### src/rtl/mem_access_if.sv
// Data-bus interface between the memory-access stage and the data memory.
// The stage drives the request side as master; the memory answers with
// grant and read-response as slave.
interface mem_access_if;
    logic        dbus_req;
    logic        dbus_we;
    logic [31:0] dbus_addr;
    logic [31:0] dbus_wdata;
    logic [3:0]  dbus_be;
    logic        dbus_gnt;
    logic        dbus_rvalid;
    logic [31:0] dbus_rdata;

    modport master (
        output dbus_req, dbus_we, dbus_addr, dbus_wdata, dbus_be,
        input  dbus_gnt, dbus_rvalid, dbus_rdata
    );

    modport slave (
        input  dbus_req, dbus_we, dbus_addr, dbus_wdata, dbus_be,
        output dbus_gnt, dbus_rvalid, dbus_rdata
    );
endinterface

### src/rtl/mem_access.sv
// RV32 memory-access stage: turns execute-stage load/store controls into a
// request/grant/response bus transaction, steers store lanes, extracts and
// extends load data, flags misaligned accesses and emits one registered
// write-back result per instruction.
module mem_access (
    input  logic        clk,
    input  logic        rst,
    input  logic        in_valid,
    output logic        in_ready,
    input  logic [31:0] alu_result,
    input  logic [31:0] mem_addr,
    input  logic [31:0] mem_wdata,
    input  logic        mem_read,
    input  logic        mem_write,
    input  logic [2:0]  funct3,
    input  logic [4:0]  rd,
    input  logic        reg_write,
    mem_access_if.master dbus,
    output logic        wb_valid,
    output logic [4:0]  wb_rd,
    output logic [31:0] wb_data,
    output logic        wb_reg_write,
    output logic        misalign
);
    typedef enum logic [1:0] {IDLE = 2'd0, REQ = 2'd1, RESP = 2'd2} state_t;

    localparam logic [1:0] SZ_B = 2'd0;
    localparam logic [1:0] SZ_H = 2'd1;
    localparam logic [1:0] SZ_W = 2'd2;

    state_t state, state_nxt;

    logic        accept;
    logic        is_mem;
    logic        mis_now;

    logic [31:0] addr_p0;
    logic [31:0] wdata_p0;
    logic [3:0]  be_p0;
    logic        we_p0;
    logic [2:0]  f3_p0;
    logic [4:0]  rd_p0;
    logic        rw_p0;

    // Access width from funct3; codes outside B/H/BU/HU behave as a word.
    function automatic logic [1:0] size_of(input logic [2:0] f3);
        case (f3[1:0])
            2'b00:   return SZ_B;
            2'b01:   return SZ_H;
            default: return SZ_W;
        endcase
    endfunction

    function automatic logic [3:0] be_gen(input logic [1:0] size, input logic [1:0] off);
        case (size)
            SZ_B:    return 4'b0001 << off;
            SZ_H:    return off[1] ? 4'b1100 : 4'b0011;
            default: return 4'b1111;
        endcase
    endfunction

    // Replicate narrow store data so the enabled lanes always carry it.
    function automatic logic [31:0] steer(input logic [1:0] size, input logic [31:0] d);
        case (size)
            SZ_B:    return {4{d[7:0]}};
            SZ_H:    return {2{d[15:0]}};
            default: return d;
        endcase
    endfunction

    function automatic logic misaligned(input logic [1:0] size, input logic [1:0] off);
        case (size)
            SZ_B:    return 1'b0;
            SZ_H:    return off[0];
            default: return |off;
        endcase
    endfunction

    // Pick the addressed byte/halfword; funct3[2] selects zero extension.
    function automatic logic [31:0] load_extract(input logic [2:0] f3, input logic [1:0] off,
                                                 input logic [31:0] rdata);
        logic [7:0]  b;
        logic [15:0] h;
        case (off)
            2'd0:    b = rdata[7:0];
            2'd1:    b = rdata[15:8];
            2'd2:    b = rdata[23:16];
            default: b = rdata[31:24];
        endcase
        h = off[1] ? rdata[31:16] : rdata[15:0];
        case (size_of(f3))
            SZ_B:    return f3[2] ? {24'b0, b} : {{24{b[7]}}, b};
            SZ_H:    return f3[2] ? {16'b0, h} : {{16{h[15]}}, h};
            default: return rdata;
        endcase
    endfunction

    // Decode of the incoming instruction
    always_comb begin
        accept  = in_valid && in_ready;
        is_mem  = mem_read || mem_write;
        mis_now = is_mem && misaligned(size_of(funct3), mem_addr[1:0]);
    end

    // State register; reset aborts any outstanding transaction
    always_ff @(posedge clk or posedge rst) begin
        if (rst) state <= IDLE;
        else     state <= state_nxt;
    end

    // Next-state logic
    always_comb begin
        state_nxt = state;
        case (state)
            IDLE:    if (accept && is_mem && !mis_now) state_nxt = REQ;
            REQ:     if (dbus.dbus_gnt) state_nxt = we_p0 ? IDLE : RESP;
            RESP:    if (dbus.dbus_rvalid) state_nxt = IDLE;
            default: state_nxt = IDLE;
        endcase
    end

    // Bus and handshake outputs; bus fields are zero whenever no request is up
    always_comb begin
        in_ready        = (state == IDLE);
        dbus.dbus_req   = (state == REQ);
        dbus.dbus_we    = 1'b0;
        dbus.dbus_addr  = 32'b0;
        dbus.dbus_wdata = 32'b0;
        dbus.dbus_be    = 4'b0;
        if (state == REQ) begin
            dbus.dbus_we    = we_p0;
            dbus.dbus_addr  = {addr_p0[31:2], 2'b00};
            dbus.dbus_wdata = wdata_p0;
            dbus.dbus_be    = be_p0;
        end
    end

    // ---- p0: instruction fields captured at acceptance ----
    // Capture address, controls, byte enables and steered store data
    always_ff @(posedge clk) begin
        if (accept) begin
            addr_p0  <= mem_addr;
            we_p0    <= mem_write;
            f3_p0    <= funct3;
            rd_p0    <= rd;
            rw_p0    <= reg_write;
            be_p0    <= be_gen(size_of(funct3), mem_addr[1:0]);
            wdata_p0 <= steer(size_of(funct3), mem_wdata);
        end
    end

    // ---- write-back register: one pulse per terminating edge ----
    // Produce the write-back result for ALU ops, misaligned accesses, stores and loads
    always_ff @(posedge clk or posedge rst) begin
        if (rst) begin
            wb_valid     <= 1'b0;
            misalign     <= 1'b0;
            wb_rd        <= 5'b0;
            wb_data      <= 32'b0;
            wb_reg_write <= 1'b0;
        end else begin
            wb_valid <= 1'b0;
            misalign <= 1'b0;
            case (state)
                IDLE: if (accept && (!is_mem || mis_now)) begin
                    wb_valid     <= 1'b1;
                    misalign     <= mis_now;
                    wb_rd        <= rd;
                    wb_data      <= mis_now ? 32'b0 : alu_result;
                    wb_reg_write <= mis_now ? 1'b0 : reg_write;
                end
                REQ: if (dbus.dbus_gnt && we_p0) begin
                    wb_valid     <= 1'b1;
                    wb_rd        <= rd_p0;
                    wb_data      <= 32'b0;
                    wb_reg_write <= 1'b0;
                end
                RESP: if (dbus.dbus_rvalid) begin
                    wb_valid     <= 1'b1;
                    wb_rd        <= rd_p0;
                    wb_data      <= load_extract(f3_p0, addr_p0[1:0], dbus.dbus_rdata);
                    wb_reg_write <= rw_p0;
                end
                default: ;
            endcase
        end
    end
endmodule

### src/flat_wrapper.sv
// flat-port wrapper written by rule: the top's interface ports become plain ports
module mem_access_flat 
  (clk, rst, in_valid, in_ready, alu_result, mem_addr, mem_wdata, mem_read, mem_write, funct3, rd, reg_write, wb_valid, wb_rd, wb_data, wb_reg_write, misalign, dbus_dbus_req, dbus_dbus_we, dbus_dbus_addr, dbus_dbus_wdata, dbus_dbus_be, dbus_dbus_gnt, dbus_dbus_rvalid, dbus_dbus_rdata);
  mem_access_if dbus_i ();
  input  logic clk;
  input  logic rst;
  input  logic in_valid;
  output logic in_ready;
  input  logic [31:0] alu_result;
  input  logic [31:0] mem_addr;
  input  logic [31:0] mem_wdata;
  input  logic mem_read;
  input  logic mem_write;
  input  logic [2:0] funct3;
  input  logic [4:0] rd;
  input  logic reg_write;
  output logic wb_valid;
  output logic [4:0] wb_rd;
  output logic [31:0] wb_data;
  output logic wb_reg_write;
  output logic misalign;
  output wire logic [$bits(dbus_i.dbus_req)-1:0] dbus_dbus_req;
  output wire logic [$bits(dbus_i.dbus_we)-1:0] dbus_dbus_we;
  output wire logic [$bits(dbus_i.dbus_addr)-1:0] dbus_dbus_addr;
  output wire logic [$bits(dbus_i.dbus_wdata)-1:0] dbus_dbus_wdata;
  output wire logic [$bits(dbus_i.dbus_be)-1:0] dbus_dbus_be;
  input wire logic [$bits(dbus_i.dbus_gnt)-1:0] dbus_dbus_gnt;
  input wire logic [$bits(dbus_i.dbus_rvalid)-1:0] dbus_dbus_rvalid;
  input wire logic [$bits(dbus_i.dbus_rdata)-1:0] dbus_dbus_rdata;
  assign dbus_dbus_req = dbus_i.dbus_req;
  assign dbus_dbus_we = dbus_i.dbus_we;
  assign dbus_dbus_addr = dbus_i.dbus_addr;
  assign dbus_dbus_wdata = dbus_i.dbus_wdata;
  assign dbus_dbus_be = dbus_i.dbus_be;
  assign dbus_i.dbus_gnt = dbus_dbus_gnt;
  assign dbus_i.dbus_rvalid = dbus_dbus_rvalid;
  assign dbus_i.dbus_rdata = dbus_dbus_rdata;
  mem_access u_core (.clk(clk), .rst(rst), .in_valid(in_valid), .in_ready(in_ready), .alu_result(alu_result), .mem_addr(mem_addr), .mem_wdata(mem_wdata), .mem_read(mem_read), .mem_write(mem_write), .funct3(funct3), .rd(rd), .reg_write(reg_write), .dbus(dbus_i), .wb_valid(wb_valid), .wb_rd(wb_rd), .wb_data(wb_data), .wb_reg_write(wb_reg_write), .misalign(misalign));
endmodule
### config.mk
export PLATFORM = sky130hd
export DESIGN_NAME = mem_access_flat
export DESIGN_NICKNAME = d
export VERILOG_FILES = /design/src/rtl/mem_access_if.sv /design/src/rtl/mem_access.sv /design/src/flat_wrapper.sv
export SDC_FILE = /design/constraint.sdc
export NUM_CORES = 1
export LEC_CHECK = 0
export BUFFER_PORTS_ARGS = -buffer_cell sky130_fd_sc_hd__buf_2
export CAP_MARGIN = 10
export CORE_MARGIN = 1
export CORE_UTILIZATION = 48
export DETAILED_ROUTE_END_ITERATION = 10
export GPL_TIMING_DRIVEN = 0
export MAX_ROUTING_LAYER = met4
export PLACE_DENSITY = 0.77
export RECOVER_POWER = 25
export REMOVE_ABC_BUFFERS = 1
export SKIP_LAST_GASP = 1
export SLEW_MARGIN = 20
export SYNTH_ARGS = -nofsm -noshare
export SYNTH_HDL_FRONTEND = slang
export SYNTH_SLANG_ARGS = --single-unit
### constraint.sdc
create_clock -name clk -period 3.9 [get_ports clk]
set_clock_uncertainty 0.1 [all_clocks]
set_input_delay 0.585 -clock clk [delete_from_list [all_inputs] [get_ports clk]]
set_output_delay 0.585 -clock clk [all_outputs]
set_load 0.02 [all_outputs]
* Yosys cells after proc, flatten, opt, wreduce, memory -nomap -nowiden
Index checks and enable logic that the tools add are counted.
Cells by class: eq/ne operators 14, reduce and logical (&&, ||, !) cells 21, shift operators 1, muxes and demuxes 43
Operators with widths (count):
- $mux W32 | 8
- $pmux W32 S2 | 2
- $pmux W32 S3 | 1
- $pmux W8 S3 | 1
- $mux W16 | 1
- $mux W5 | 3
- $pmux W5 S3 | 1
- $eq A2 B1 Y1 const B | 7
- $logic_not A2 Y1 | 7
- $mux W2 | 7
- $mux W1 | 10
- $mux W4 | 2
- $pmux W2 S2 | 2
- $pmux W4 S2 | 1
- $logic_and A1 B1 Y1 | 6
- $ne A2 B2 Y1 const B | 3
- $pmux W1 S3 | 2
- $pmux W2 S3 | 1
- $eq A2 B2 Y1 const B | 2
- $ne A2 B1 Y1 const B | 2
- $reduce_and A4 Y1 | 1
- $shl A1 B2 Y4 const A | 1
- $reduce_and A3 Y1 | 1
- $reduce_bool A3 Y1 | 1
- other kinds (4) | 6
Word-level totals: output and inout bits 111, register bits 120, word-level logic and storage cells 92, input port bits 144

* Depth between registers and ports, before layout
Gate-level depths: netlist of the first run.
word-level depth 9, gate-level depth with buffers 8, depth with buffers taken out 6

* Least setup slack after synthesis of the first run
No wires, ideal clock.
path type register -> register, from register u_core.state[0], to register u_core.addr_p0[0] (enable), setup slack 600 ps, path buffers 0, setup time 446 ps, arrival time 2754 ps, period minus slack after synthesis 3300 ps, data required time 3354 ps, stages on the path, launching flop included 4, cell sequence dfrtp_1 -> inv_1 -> ha_1 -> and2_1
Between the ends: longest elaborated chain between the ends 2
RTL lines:
- start: declaration | RTL line mem_access.sv:31 | state_t state, state_nxt;
- start signal: assignment | RTL line mem_access.sv:108 | else state <= state_nxt;
- $logic_not A2 Y1 | RTL line mem_access.sv:124 | in_ready = (state == IDLE);
- net in_ready | RTL line flat_wrapper.sv:8 | output logic in_ready;
- $logic_and A1 B1 Y1 | RTL line mem_access.sv:100 | accept = in_valid && in_ready;
- end signal: assignment | RTL line mem_access.sv:142 | addr_p0 <= mem_addr;
- end: declaration | RTL line mem_access.sv:37 | logic [31:0] addr_p0;
The timed path passes the listed nets, and every way through them passes these cells. A chain may end at the register's enable or synchronous reset.

* Final worst setup path of the first run
from register u_core.addr_p0[1], to register u_core.wb_data[29]
Between the ends: longest elaborated chain between the ends 6, elaborated cells on any way between the ends 10, those cells by class eq/ne (2); mux (7); reduce/logical (1)
RTL lines:
- $eq A2 B2 Y1, or another cell as far along | RTL line mem_access.sv:84 | case (off)
- $pmux W8 S3 | RTL line mem_access.sv:84
- $mux W32 | RTL line mem_access.sv:92 | SZ_B: return f3[2] ? {24'b0, b} : {{24{b[7]}}, b};
- $pmux W32 S2 (*) | RTL line mem_access.sv:91 | case (size_of(f3))
- $mux W32 (*) | RTL line mem_access.sv:178 | RESP: if (dbus.dbus_rvalid) begin
- $pmux W32 S3 (*) | RTL line mem_access.sv:164 | case (state)
- end signal: assignment | RTL line mem_access.sv:169 | wb_data <= mis_now ? 32'b0 : alu_result;
- end signal: assignment | RTL line mem_access.sv:181 | wb_data <= load_extract(f3_p0, addr_p0[1:0], dbus.dbus_rdata);
- end: declaration | RTL line mem_access.sv:21 | output logic [31:0] wb_data,
Every way passes the cells marked *; elsewhere a longest branch is shown, timed or not. The select of a mux whose other input is x is not followed.

==> results by group, run 1 <==
Outcome
  – Status: finished, violations left
  – Violated checks: capacitance limit, slew limit

Power and ir drop
  – Power Total: ~0.0064 W
  – Leakage dissipation: 3.56 nW
  – Power Internal: 0.00387 W
  – Clock Power Share: 0.240
  – PwrDens: between 700 and 800 mW/mm2
  – Sequential power share: 0.309
  – Psw: ~0.0026 W
  – Sw frac: 0.398
  – Combinational share of power: 0.451
  – VDD IR max: 0.000466 V

Worst hold path
  – Hold Crit Class: in2async

Placed design
  – GPL Wtd Cong: slightly above 0.8
  – Port bufs: roughly 250
  – HPWL after detailed placement: around 12 mm
  – Pre-CTS setup slack: around 0.75 ns

Clock network
  – Setup bufs post-CTS: 0
  – Worst-Skew Late Latency: 0.41 ns
  – Clock-pin slew on the worst setup and hold paths: ~0.050 ns
  – Clock sinks: 120
  – CTS tree: built
  – CTS Hold Bufs: 0
  – Root Driver: clkbuf_16
  – # resized after CTS: 0
  – Num CTS Buffers: 17
  – Clock buffer depth: 2
  – H-tree Lvls: 4

Timing
  – Slew @ Worst Pin: 1.67 ns
  – RSZ-0062 raised after global routing: false
  – Worst slew margin: -0.115
  – Worst setup margin: between 0.6 and 0.7 ns
  – Period minus WS final: roughly 3.3 ns
  – Hold Slack: just under 0.1 ns
  – Setup Viol. Count Final: 0
  – Final Cycle Share: 0.843
  – Final hold vios: 0
  – Max Freq: slightly above 300 MHz
  – Final Slew Violations: 31

Floorplan
  – Initial Util: 0.498
  – I/O pin cnt: around 260
  – # rows: 40
  – Die height: 114 um
  – Core area: between 0.01 and 0.015 mm2
  – Die Area: around 0.013 mm2
  – Die X: between 100 and 150 um

GRT
  – Number of global-route vias before repair: 5339
  – Largest net degree at the start of global routing: 57
  – GR Overflow Total: 0
  – All-Layer GR Usage: 0.274
  – First-pass GRT wire length: around 26 mm
  – Initial antenna violation count: 1

Route
  – DR WL/cell: 17.5 um
  – Final WL: 17.0 mm
  – Final ANT Viol Nets: 0
  – Via count: ~5400
  – Via density: around 5.6
  – First-pass detailed-route iteration total: 5
  – DRT iter0 DRCs: 593
  – # DRC: 0

Setup path
  – CP required: 4.10 ns
  – CP Max Fanout: 31
  – Worst setup SP type: register
  – Critical path class: reg2reg
  – CP Capture Type: register
  – Crit path DAT: between 3 and 4 ns

Synth
  – Synth warn: 0
  – Seq/Total Area, Yosys: 0.560
  – Unique masters post-synth: about 50
  – Post-Synthesis Cells: around 540
  – Post-synth top flop: edfxtp_1
  – Synthesized area per cell: approximately 11 um2
  – Async SR Flop Fraction: 0.350
  – Synth Register Bits: 120
  – Number of synthesized flops with an enable pin: 78
  – Cell area after synthesis: ~0.006 mm2

Cells and area
  – Final Core Density: 0.671
  – Area Growth Syn to Fin: 34.7%
  – Commonest non-fill, non-tap cells in the layout: buf_2, edfxtp_1, and2_1
  – NumNets Final: 936
  – Layout cells sized above 1: 0.387
  – Commonest non-fill, non-tap cell in the layout: buf_2

Flow run
  – Maxcap violations: 1
-- final cells by class --
class / count / area (um2)
Antenna cell: 2 / 5.00
Clock buffer: 17 / 425
Clock inverter: 15 / 160
Fill cell: 957 / 4000
Inverter: 13 / 48.8
Multi-Input combinational cell: 369 / 2490
Sequential cell: 120 / 3390
Tap cell: 168 / 210
Timing Repair Buffer: 265 / 1430
-- flip-flops by register name (all words and copies together) (netlist names), 2 cells and up --
| name | flops |
|---|---|
| u_core.state | 2 |
| u_core.be_p0 | 4 |
| u_core.wdata_p0 | 32 |
| u_core.addr_p0 | 32 |
| u_core.wb_data | 32 |
| u_core.wb_rd | 5 |
| u_core.rd_p0 | 5 |
| u_core.f3_p0 | 3 |
-- synthesized netlist by cell type, drive strengths merged, types with 3 or more instances --
| cell | n | area, um2 |
|---|---|---|
| edfxtp | 78 | 2340 |
| dfrtp | 42 | 1050 |
| nor3b | 8 | 60.1 |
| o211ai | 3 | 27.5 |
| a31oi | 9 | 56.3 |
| nand3 | 17 | 85.1 |
| nor2b | 4 | 32.5 |
| nand4 | 3 | 18.8 |
| inv | 13 | 48.8 |
| nand3b | 3 | 22.5 |
| nor2 | 12 | 47.6 |
| ha | 6 | 75.1 |
| buf | 14 | 71.3 |
| mux2 | 18 | 203 |
| a221oi | 7 | 61.3 |
| clkbuf | 29 | 109 |
| nand2b | 20 | 125 |
| and2 | 70 | 438 |
| a22oi | 14 | 105 |
| mux2i | 22 | 220 |
| o21ai | 19 | 95.1 |
| a21o | 3 | 22.5 |
| a41oi | 15 | 131 |
| o22ai | 7 | 43.8 |
| a21oi | 54 | 270 |
| nand2 | 32 | 120 |
-- final timing paths --
check | slack, ns | from | end | depth (start not counted)
min in group clk | 0.25 | mem_addr[24] | u_core.addr_p0[24]$_DFFE_PN_ | 1
hold reg to reg | 0.42 | u_core.wb_rd[2]$_DFFE_PP0P_ | u_core.wb_rd[2]$_DFFE_PP0P_ | 2
setup / recovery | 0.61 | u_core.addr_p0[1]$_DFFE_PN_ | u_core.wb_data[29]$_DFFE_PP0P_ | 4
hold / removal | 0.1 | rst | u_core.wb_data[25]$_DFFE_PP0P_ | 2
max in group asynchronous | 1.67 | rst | u_core.wb_data[0]$_DFFE_PP0P_ | 3
setup reg to reg | 0.61 | u_core.addr_p0[1]$_DFFE_PN_ | u_core.wb_data[29]$_DFFE_PP0P_ | 4
-- worst max-delay path, cell delays in order (launching register included) --
cell      delay, ns
edfxtp_1       1.09
nor2_1         0.11
a211oi_1       0.50
nand3_1        0.85
a41oi_1        0.51
-- metrics by stage --
step / std cells / setup TNS (ns) / cell area, um2
floorplan: 502 / -31.42 / 5880
detailed placement: 935 / 0 / 7610
finish: 969 / 0 / 8160
global route: 968 / 0 / 8160
CTS: 967 / 0 / 8190
global placement: 922 / -113.68 / 7350
-- metal layers --
layer  vias up  wire, um  GRT usage
met4         0       284     0.0978
met2       313      8320      0.449
met1      2596      6880      0.322
met3        35      1520     0.0799
met5         -         0          -
li1       2499         -          -
-- kinds of logic (layout without fill, tap and decap cells) --
family                     Yosys count  in the layout  share of synthesized area
other                                1              4                   0.000619
DFF                                120            120                      0.560
buffers and inverters               56            310                     0.0378
and+or+nand+nor                    177            177                      0.167
AOI/OAI and AO/OA                  144            144                      0.153
muxes                               40             40                     0.0698
adders and majority gates            6              6                     0.0124
-- power by group through the flow --
stage          registers [W]  clock network [W]  logic [W]
2_1_floorplan        0.00224                  0    0.00150
3_3_place_gp         0.00201                  0    0.00260
3_5_place_dp         0.00200                  0    0.00289
4_1_cts              0.00198            0.00156    0.00291
5_1_grt              0.00202            0.00162    0.00313
6_report             0.00198            0.00154    0.00290
Power figures use the tool's default switching activity.
==> inputs of run 2 (changes only) <==
- ABC_AREA: not set -> 1
- CORE_UTILIZATION: 48 -> 44
- PLACE_DENSITY: 0.77 -> 0.74
- clock period: 3.9 -> 2.7 ns (I/O delays scaled with it)
==> results by group, run 2 <==
Synth
  – Seq/Total Area, Yosys: 0.531 (was 0.560)
  – Post-synth top area share: 0.367 (was 0.387)
  – Number of synthesized flops with an enable pin: 78 (unchanged)
  – Area leader, netlist: edfxtp_1 (unchanged)
  – Async SR Flop Fraction: 0.350 (unchanged)
  – Unique masters post-synth: 34 (was 49)
  – Post-Synthesis Cells: 778 (was 544)
  – Post-synth top flop: edfxtp_1 (unchanged)
  – Synthesized area per cell: 8.21 um2 (was 11.1 um2)
  – Cell area after synthesis: 0.00639 mm2 (was 0.00606 mm2)
  – Most frequent cells after synthesis: nand2_1, inv_1, nor2_1, edfxtp_1, dfrtp_1 (was edfxtp_1, and2_1, a21oi_1, dfrtp_1, nand2_1)
  – Area contributors post-synth: edfxtp_1, dfrtp_1, nand2_1 (was edfxtp_1, dfrtp_1, and2_1)
  – Synth Register Bits: 120 (unchanged)
  – Most common cell in the synthesized netlist: nand2_1 (was edfxtp_1)
  – Synth warn: 0 (unchanged)

Route
  – Final WL: 17.1 mm (was 17.0 mm)
  – Via density: 4.63 (was 5.62)
  – Via count: 5639 (was 5443)
  – DRT iter0 DRCs: 360 (was 593)
  – First-pass detailed-route iteration total: 5 (unchanged)
  – Final ANT Viol Nets: 0 (unchanged)
  – # DRC: 0 (unchanged)
  – DR WL/cell: 14.1 um (was 17.5 um)

Timing
  – Worst setup margin: 0.176 ns (was 0.612 ns)
  – Final Cycle Share: 0.935
  – Worst slew margin: 0.253 (was -0.115)
  – Final Slew Violations: 0 (was 31)
  – Period minus WS final: between 2 and 3 ns
  – RSZ-0062 raised after global routing: false (unchanged)
  – Final hold vios: 0 (unchanged)
  – Max Freq: just under 400 MHz
  – Hold Slack: 0.0637 ns (was 0.0962 ns)
  – Slew @ Worst Pin: 1.12 ns (was 1.67 ns)
  – Setup Viol. Count Final: 0 (unchanged)

Clock network
  – CTS tree: built (unchanged)
  – Root Driver: clkbuf_16 (unchanged)
  – Worst-Skew Late Latency: 0.41 ns (about the same)
  – Clock buffer depth: 2 (unchanged)
  – H-tree Lvls: 4 (unchanged)
  – Clock sinks: 120 (unchanged)
  – Num CTS Buffers: 17 (unchanged)
  – Clock-pin slew on the worst setup and hold paths: 0.06 ns (was 0.05 ns)

GRT
  – All-Layer GR Usage: 0.231 (was 0.274)
  – Initial antenna violation count: 3 (was 1)
  – Number of global-route vias before repair: 5109 (was 5339)
  – First-pass GRT wire length: 25.3 mm (was 26.4 mm)
  – Largest net degree at the start of global routing: 70 (was 57)
  – GR Overflow Total: 0 (unchanged)

Floorplan
  – Die height: 122 um (was 114 um)
  – I/O pin cnt: 255 (unchanged)
  – # rows: 43 (was 40)
  – Die Area: 0.0150 mm2 (was 0.0131 mm2)
  – Initial Util: 0.455 (was 0.498)
  – Die X: 122 um (was 114 um)
  – Core area: 0.0140 mm2 (was 0.0122 mm2)

Setup path
  – Worst setup SP type: register (unchanged)
  – Crit path DAT: 2.02 ns (was 3.49 ns)
  – CP required: 2.19 ns (was 4.10 ns)
  – Critical path class: reg2out (was reg2reg)
  – CP Capture Type: primary output (was register)
  – CP Max Fanout: 36 (was 31)

Flow run
  – Maxcap violations: 0 (was 1)

Cells and area
  – Layout cells sized above 1: 0.324 (was 0.387)
  – Area Growth Syn to Fin: 31.2% (was 34.7%)
  – NumNets Final: 1172 (was 936)
  – Biggest regs: u_core.addr_p0 (32), u_core.wb_data (32), u_core.wdata_p0 (32) (unchanged)
  – Commonest non-fill, non-tap cell in the layout: nand2_1 (was buf_2)
  – Finished Cell Area: 0.00838 mm2 (was 0.00816 mm2)
  – Commonest non-fill, non-tap cells in the layout: nand2_1, buf_2, inv_1 (was buf_2, edfxtp_1, and2_1)

Power and ir drop
  – Leakage dissipation: 4.61 nW (was 3.56 nW)
  – PwrDens: 1130 mW/mm2 (was 787 mW/mm2)
  – VDD IR max: 0.000829 V (was 0.000466 V)

Placed design
  – GPL Wtd Cong: 0.910 (was 0.822)
  – Pre-CTS setup slack: 0.0296 ns (was 0.754 ns)
  – Placed Area: 0.00773 mm2 (was 0.00761 mm2)
  – HPWL after detailed placement: 12.0 mm (was 12.1 mm)
  – Port bufs: 252 (unchanged)

Worst hold path
  – Hold Crit Class: in2reg (was in2async)

Outcome
  – Status: finished, final reports clean (was finished, violations left)
## run 2: cell types whose count changed in the layout (fill, tap and decap cells not counted), sizes merged, moves of 18 or more
cell | before | now
and2 | 70 | 0
inv | 13 | 140
mux2 | 18 | 0
mux2i | 22 | 0
nand2 | 32 | 255
nand2b | 20 | 0
nor2 | 12 | 105
## run 2: cell families after synthesis
family | synth area share
buf+inv | 0.113
fa+ha+maj | 0.0118
simple gates | 0.257
flops | 0.531
other cells | 0.000587
compound gates | 0.0858
## run 2: routing by layer
metal  share of wire  routed length [um]  track usage  up-vias
met4           0.023                 390       0.0899        0
met1            0.44                7460        0.289     2509
met3           0.058                 990       0.0507       28
met5               0                   0            -        -
met2            0.48                8300        0.364      202
li1                -                   -            -     2900
## run 2: repair_timing
action	CTS	global route
gates cloned	0	1
hold buffers	1	0
buffers inserted	0	1
endpoints found under the setup margin	1	38
endpoints found under the hold margin	12	0
gates resized for setup	1	3
pin swaps	0	1
## run 2: path summary, 6_finish.rpt
kind | startpoint | to | slack, ns | cells after the start
hold / removal | funct3[2] | u_core.f3_p0[2]$_DFFE_PN_ | 0.06 | 1
hold reg to reg | u_core.wb_data[7]$_DFFE_PP0P_ | u_core.wb_data[7]$_DFFE_PP0P_ | 0.37 | 2
setup / recovery | u_core.state[1]$_DFFE_PP0P_ | dbus_dbus_be[0] | 0.18 | 6
setup reg to reg | u_core.state[0]$_DFFE_PP0P_ | u_core.wb_data[20]$_DFFE_PP0P_ | 0.19 | 10
min in group asynchronous | rst | u_core.state[1]$_DFFE_PP0P_ | 0.47 | 3
max in group asynchronous | rst | u_core.wb_data[18]$_DFFE_PP0P_ | 0.87 | 4
## run 2: critical path: stages, from the launching register on
cell and delay (ns):
dfrtp_1 0.43, inv_1 0.16, ha_4 0.44, buf_12 0.25, nand2_1 0.07, inv_1 0.05, buf_2 0.17
## run 2: layout make-up
cell class                 instances  area [um2]
antenna                            3        7.51
clock buffer                      17         425
clock inverter                    15         193
fill                            1336        5670
inverter                         136         528
multi-input combinational        491        2300
sequential                       120        3390
tap                              180         225
timing repair buffer             256        1310
## run 2: power by group
group | internal, W | switching, W
clock | 0.00147 | 0.000887
combinational | 0.00135 | 0.00297
sequential | 0.00256 | 0.000270
total | 0.00538 | 0.00412
## run 2: stage by stage
stage / setup TNS, ns / instances / util / total power, W
final: 0 / 1218 / 0.597 / 0.00951
after detailed placement: 0 / 1180 / 0.551 / 0.00710
after CTS: 0 / 1213 / 0.596 / 0.00949
after floorplan: -62.83 / 746 / - / 0.00572
after global routing: 0 / 1218 / 0.597 / 0.0101
after global placement: -177.06 / 1178 / 0.546 / 0.00702
==> inputs of run 3 (changes only) <==
- CELL_PAD_IN_SITES_DETAIL_PLACEMENT: not set -> 1
- CELL_PAD_IN_SITES_GLOBAL_PLACEMENT: not set -> 1
- CORE_UTILIZATION: 44 -> 31
- PLACE_DENSITY: 0.74 -> 0.73
==> results by group, run 3 (synthesis gave the netlist of run 2 again) <==
Cells and area
  – Layout cells sized above 1: 0.323 (was 0.324)
  – Fill count: 2487 (was 1336)
  – Finished Cell Area: 0.00857 mm2 (was 0.00838 mm2)
  – Commonest non-fill, non-tap cells in the layout: nand2_1, buf_2, inv_1 (unchanged)
  – Commonest non-fill, non-tap cell in the layout: nand2_1 (unchanged)
  – Register Area: 0.00339 mm2 (unchanged)
  – Final Core Density: 0.423 (was 0.597)
  – Non-Filler Instances: 1312 (was 1218)
  – NumNets Final: 1173 (was 1172)
  – Area Growth Syn to Fin: 34.1% (was 31.2%)
  – Area occupied by multi-input gates: 0.00232 mm2 (was 0.00230 mm2)
  – Biggest regs: u_core.addr_p0 (32), u_core.wb_data (32), u_core.wdata_p0 (32) (unchanged)

Clock network
  – H-tree Lvls: 4 (unchanged)
  – Clock sinks: 120 (unchanged)
  – Clock-pin slew on the worst setup and hold paths: 0.06 ns (about the same)
  – Clock buffer depth: 2 (unchanged)
  – Num CTS Buffers: 17 (unchanged)
  – Setup bufs post-CTS: 0 (unchanged)
  – CTS tree: built (unchanged)
  – Worst-Skew Late Latency: 0.42 ns (was 0.41 ns)
  – Root Driver: clkbuf_16 (unchanged)

Floorplan
  – Die height: 146 um (was 122 um)
  – Die X: 146 um (was 122 um)
  – I/O pin cnt: 255 (unchanged)
  – # rows: 52 (was 43)
  – Core area: 0.0202 mm2 (was 0.0140 mm2)
  – Initial Util: 0.316 (was 0.455)
  – Die Area: 0.0212 mm2 (was 0.0150 mm2)

Timing
  – Period minus WS final: 2.53 ns (was 2.52 ns)
  – Final hold vios: 0 (unchanged)
  – Max Freq: 395 MHz (was 396 MHz)
  – Final TNS setup: 0 ns (unchanged)
  – Worst setup margin: 0.170 ns (was 0.176 ns)
  – Setup Viol. Count Final: 0 (unchanged)
  – Worst slew margin: 0.252 (was 0.253)
  – Slew @ Worst Pin: 1.12 ns (about the same)
  – Final Slew Violations: 0 (unchanged)
  – Final Cycle Share: 0.937 (was 0.935)

Setup path
  – Critical path class: reg2reg (was reg2out)
  – Peak per-stage delay on the critical path: 0.45 ns (was 0.44 ns)
  – Slowest library cell on the worst path: dfrtp_1 (was ha_4)
  – R2r endpoint: u_core.wb_data[21]$_DFFE_PP0P_ (was u_core.wb_data[20]$_DFFE_PP0P_)
  – Crit path DAT: 2.73 ns (was 2.02 ns)
  – FF-to-FF path depth: 11 (was 10)
  – Worst reg2reg setup slack: 0.17 ns (was 0.19 ns)
  – Most frequent CP cell: nand2_2 (was inv_1)
  – CP Max Fanout: 37 (was 36)
  – CP Capture Type: register (was primary output)
  – Worst reg2reg startpoint: u_core.state[0]$_DFFE_PP0P_ (unchanged)
  – Worst setup SP type: register (unchanged)
  – CP required: 2.90 ns (was 2.19 ns)
  – Worst path cell trace: inv_1 > ha_1 > nand2_2 > clkinv_8 > buf_16 > nand2_2 > nand2_2 > nand2_8 > clkinv_16 > nor2_1 > a21oi_1 (was inv_1 > ha_4 > buf_12 > nand2_1 > inv_1 > buf_2)

Route
  – Final WL: 20.3 mm (was 17.1 mm)
  – DR WL/cell: 15.5 um (was 14.1 um)
  – # DRC: 0 (unchanged)
  – DRT iter0 DRCs: 193 (was 360)
  – Via count: 5783 (was 5639)
  – First-pass detailed-route iteration total: 4 (was 5)
  – Final ANT Viol Nets: 0 (unchanged)
  – Via density: 4.41 (was 4.63)

Flow run
  – Maxcap violations: 0 (unchanged)

Placed design
  – GPL Wtd Cong: 0.825 (was 0.910)
  – HPWL after detailed placement: 14.6 mm (was 12.0 mm)
  – Placed Area: 0.00787 mm2 (was 0.00773 mm2)
  – Port bufs: 252 (unchanged)
  – Pre-CTS setup slack: -0.328 ns (was 0.0296 ns)
  – DP Cell Count: 1271 (was 1180)

Worst hold path
  – Worst Min Path Start: mem_addr[29] (was funct3[2])
  – Worst Hold Depth: 1 (unchanged)
  – Worst hold endpoint: u_core.addr_p0[29]$_DFFE_PN_ (was u_core.f3_p0[2]$_DFFE_PN_)
  – Hold Crit Class: in2reg (unchanged)

Outcome
  – Status: finished, final reports clean (unchanged)

GRT
  – GR Overflow Total: 0 (unchanged)
  – All-Layer GR Usage: 0.200 (was 0.231)
  – Initial antenna violation count: 6 (was 3)
  – Largest net degree at the start of global routing: 70 (unchanged)
  – Number of global-route vias before repair: 5893 (was 5109)
  – First-pass GRT wire length: 31.5 mm (was 25.3 mm)

Power and ir drop
  – Leakage dissipation: 4.64 nW (was 4.61 nW)
  – VDD IR max: 0.000650 V (was 0.000829 V)
  – PwrDens: 1130 mW/mm2 (about the same)
==> run 3: timing repair <==
action,4_1_cts,5_1_grt
resized for setup,5,5
hold buffers,1,0
hold endpoints to repair,21,0
setup endpoints to repair,37,37
gates cloned,1,1
==> run 3: how the worst max path moves through the flow <==
stage | to | from | cells past startpoint
2_1_floorplan | u_core.wb_data[17]$_DFFE_PP0P_ | u_core.state[0]$_DFFE_PP0P_ | 10
3_3_place_gp | u_core.wb_data[19]$_DFFE_PP0P_ | u_core.state[0]$_DFFE_PP0P_ | 10
3_5_place_dp | u_core.wb_data[21]$_DFFE_PP0P_ | u_core.state[0]$_DFFE_PP0P_ | 11
4_1_cts | u_core.wb_data[0]$_DFFE_PP0P_ | u_core.state[0]$_DFFE_PP0P_ | 8
5_1_grt | u_core.wb_data[20]$_DFFE_PP0P_ | u_core.state[0]$_DFFE_PP0P_ | 11
6_report | u_core.wb_data[21]$_DFFE_PP0P_ | u_core.state[0]$_DFFE_PP0P_ | 11
==> run 3: metal layers <==
metal	GRT usage	vias up	wire [um]
met5	-	-	0
met4	0.0947	0	600
met3	0.0389	36	702
met2	0.326	146	10000
met1	0.237	2698	8970
li1	-	2903	-
==> run 3: power by group <==
group	switching [W]	internal [W]	leakage [nW]	total [W]
logic	0.00311	0.00141	3.11	0.00452
clock network	0.000994	0.00132	0.288	0.00232
registers	0.000273	0.00256	1.24	0.00283
==> run 3: layout make-up <==
type,count,area share
repair buffers,257,0.158
inverters,136,0.0644
well taps,270,0.0394
clock inverters,15,0.0207
flip-flops and latches,120,0.396
clock buffers,17,0.0497
multi-input cells,491,0.270
diodes,6,0.00175
==> run 3: stage by stage <==
stage,hold WS [ns],power (W)
after floorplan,0.404,0.00572
after global placement,0.363,0.00715
after detailed placement,0.360,0.00728
after CTS,0.0389,0.00976
after global routing,0.0305,0.0103
final,0.0581,0.00967
==> run 3: critical path, delay by kind of cell (launching register included) <==
kind / cells / cell delay [ns]
simple gates: 5 / 0.78
buf+inv: 4 / 0.68
flops: 1 / 0.45
fa+ha+maj: 1 / 0.31
compound gates: 1 / 0.05
